### config.mk
export PLATFORM = sky130hd
export DESIGN_NAME = hazard_detect
export DESIGN_NICKNAME = d
export VERILOG_FILES = /design/src/rtl/hazard_detect.sv
export SDC_FILE = /design/constraint.sdc
export NUM_CORES = 1
export LEC_CHECK = 0
export ABC_AREA = 1
export CORE_AREA = 2 2 39 41
export DETAILED_ROUTE_END_ITERATION = 10
export DIE_AREA = 0 0 41 43
export PLACE_DENSITY = 0.47
export SLEW_MARGIN = 20
export SYNTH_ARGS = -nofsm -noshare
export SYNTH_HDL_FRONTEND = slang
export SYNTH_SLANG_ARGS = --single-unit
### constraint.sdc
create_clock -name vclk -period 2
set_input_delay 0.4 -clock vclk [all_inputs]
set_output_delay 0.4 -clock vclk [all_outputs]
set_load 0.1 [all_outputs]
### src/rtl/hazard_detect.sv
// +--------------------------------------------------------------------+
// | hazard_detect : load-use compare between EX destination and ID    |
// |                 sources (x0 never creates a dependency)            |
// | Revision      : 1.0                                                |
// +--------------------------------------------------------------------+
`default_nettype none

module hazard_detect (
  input  logic       ex_mem_read_i,
  input  logic [4:0] ex_rd_i,
  input  logic [4:0] id_rs1_i,
  input  logic [4:0] id_rs2_i,
  output logic       luse_o
);

  assign luse_o = ex_mem_read_i && (ex_rd_i != 5'd0) &&
                  ((ex_rd_i == id_rs1_i) || (ex_rd_i == id_rs2_i));

endmodule

`default_nettype wire

Yosys cells after proc, flatten, opt, wreduce, memory -nomap -nowiden
Index checks and enable logic that the tools add are counted.

operators by class
  equal/unequal tests = 2
  reduce and logical (&&, ||, !) cells = 4

operator list
  kind               number
  $eq 5x5->1         2
  $reduce_bool 5->1  1
  $logic_and 1x1->1  2
  $logic_or 1x1->1   1

word-level totals
  register bits after elaboration = 0
  input port bits = 16
  word-level logic and storage cells = 6

Depth between registers and ports, before layout
  depth after elaboration = 3
  mapped depth = 6

Worst setup path after synthesis
No wires, ideal clock.

  path kind = input to output
  from = input port ex_rd_i[0]
  to = output port luse_o
  data arrival time = 1.602 ns
  required time = 1.600 ns
  setup slack = -0.002 ns
  cell stages on the path = 4
  buffers on the path = 0
  cell sequence = xor2_1 nor2_1 nand3_1 a21oi_2

on the way
  word-level cells in the longest chain between the ends = 3
  elaborated cells between the ends (all ways) = 6

RTL lines
  element                                                       line    RTL
  start: declaration                                            10      input logic [4:0] ex_rd_i,
  $eq 5x5->1 / $reduce_bool 5->1 (equally long branches)        17, 16
  $logic_or 1x1->1 / $logic_and 1x1->1 (equally long branches)  17, 16
  $logic_and 1x1->1 *                                           16      assign luse_o = ex_mem_read_i && (ex_rd_i != 5'd0) &&
  end: declaration                                              13      output logic luse_o

Every way passes the cells marked *; elsewhere a longest branch is shown, timed or not.

Worst setup path in the final report
  from = input port id_rs1_i[4]
  to = output port luse_o

on the way
  word-level cells in the longest chain between the ends = 3

RTL lines
  element             line  RTL
  start: declaration  11    input logic [4:0] id_rs1_i,
  $eq 5x5->1          17    ((ex_rd_i == id_rs1_i) || (ex_rd_i == id_rs2_i));
  $logic_or 1x1->1    17
  $logic_and 1x1->1   16

No other way between the ends.

==> impl_metrics.env <==
export IMPL_grt_pass1_vias=235
export IMPL_syn_mean_instance_area_sq_um=4.34
export IMPL_design_seq_count=0
export IMPL_clock_buffer_count=0
export IMPL_num_vias=280
export IMPL_netlist_cell_type_count=10
export IMPL_rsz0062_at_grt="no"
export IMPL_numPortBuffers=17
export IMPL_ios=17
export IMPL_antenna_found_initial=0
export IMPL_grt_max_degree=5
export IMPL_routedWlPerCell_um=6.77
export IMPL_drt_iter0_markers=3
export IMPL_fp_dieH_um=43
export IMPL_ir_worst_vdd_mv=0.0490
export IMPL_instances_no_fill=78
export IMPL_fmax_mhz=528
export IMPL_drt_pass1_iterations=3
export IMPL_p_per_area_nw_per_um2=173
export IMPL_track_usage_pct=6.29
export IMPL_critical_path_class="in2out"
export IMPL_place_inst=78
export IMPL_fin_crit_ns=1.89
export IMPL_outcome="finished clean"
export IMPL_yosysSeqAreaShare_pct=0
export IMPL_worst_pin_slew_ns=0.333
export IMPL_vias_per_cell=3.59
export IMPL_syn_cell_area_sq_um=195
export IMPL_routed_wl_um=528
export IMPL_yosysWarnings=0
export IMPL_hold_class="in2out"
export IMPL_cellLeakagePower_uw=0.000254
export IMPL_grt_remaining_overflow=0
export IMPL_maxSlewViolCount=0
export IMPL_place_gp_congestion=0.693
export IMPL_diodes=0
export IMPL_hold_violations=0
export IMPL_timing_final_crit_share_pct=94.7
export IMPL_endpoint_kind="primary output"
export IMPL_slew_headroom_pct=77.6
export IMPL_fin_tns_setup_ns=0
export IMPL_core_area_sq_um=1380
export IMPL_postSynthCellCount=45
export IMPL_final_common_cell="nand2_1"
export IMPL_required_ns=1.60
export IMPL_drive_above_1_share_pct=9.68
export IMPL_num_nets_final=80
export IMPL_die_area_sq_um=1760
export IMPL_start_util_pct=14.1
export IMPL_startpoint_type="primary input"
export IMPL_dp_hpwl_um=480
export IMPL_drc=0
export IMPL_grt_pass1_wl_um=834
export IMPL_path_max_fanout=1
export IMPL_drv_cap=0
export IMPL_arrival_ns=1.49
export IMPL_area_growth_pct=104
export IMPL_regArea_sq_um=0
export IMPL_ant_nets=0
export IMPL_die_w_um=41
export IMPL_row_count=14
export IMPL_final_cell_mix="21 x nand2_1, 10 x dlygate4sd2_1, 8 x inv_1"
export IMPL_power_uw=69.0
export IMPL_syn_num_nets=61
export IMPL_setup_viol=0
## critical path, cell delays in order
cell             delay, ns
clkdlybuf4s50_1       0.47
xnor2_1               0.11
nand3_1               0.13
a21oi_4               0.19
buf_12                0.19
## worst paths after layout
check | startpoint | cells after the start | endpoint
worst min-delay path | id_rs1_i[0] | 7 | luse_o
worst max-delay path | id_rs1_i[4] | 5 | luse_o
## stage by stage
| stage | setup slack, ns | utilization [%] | cell area (sq um) | hold slack, ns |
|---|---|---|---|---|
| final | 0.106 | 28.8 | 398 | 1.38 |
| after global routing | 0.0650 | 28.8 | 398 | 1.44 |
| after CTS | 0.000665 | 28.2 | 390 | 1.50 |
| after detailed placement | -0.0849 | 29.1 | 403 | 1.55 |
| after global placement | -0.0847 | 29.1 | 403 | 1.56 |
| after floorplan | 0.299 | - | 203 | 1.06 |
## layout make-up
type                            instances  area, sq um
Inverter                               12         45.0
Tap cell                               16         20.0
Multi-Input combinational cell         33          158
Timing Repair Buffer                   17          175
Fill cell                             169          986
## routing by layer
| layer | vias up | part of all wire, % | GRT usage, % |
|---|---|---|---|
| met2 | 10 | 43 | 10.3 |
| met1 | 106 | 47 | 9.49 |
| met5 | - | 0 | 0 |
| met3 | 0 | 9.8 | 0 |
| met4 | 0 | 0 | 0 |
| li1 | 164 | - | - |
## cells by family (layout without fill, tap and decap cells)
family,count (synthesis),after routing,share of synthesized area (%)
simple gates,28,28,56.4
buf+inv,12,29,23.1
xor+xnor,3,3,13.5
compound gates,2,2,7.05
## power by group
group | internal (uW) | switching [uW] | total (uW)
clock | 0 | 0 | 0
combinational | 35.9 | 33.1 | 69.0
sequential | 0 | 0 | 0
total | 35.9 | 33.1 | 69.0
## cells in the mapped netlist
cell type	n	area (sq um)
a21oi_2	1	8.76
xnor2_1	2	17.5
nand3_1	2	10.0
inv_1	8	30.0
xor2_1	1	8.76
o21ai_0	1	5.00
inv_2	4	15.0
nand4_1	1	6.26
nor2_1	4	15.0
nand2_1	21	78.8
## repair_timing
| item | in CTS | in global routing |
|---|---|---|
| endpoints found under the setup margin | 1 | 1 |
| pin swaps | 6 | 3 |
| gates resized for setup | 10 | 3 |
| buffers inserted | 0 | 0 |
| hold buffers | 0 | 0 |
(Power assumes the default switching activity.)
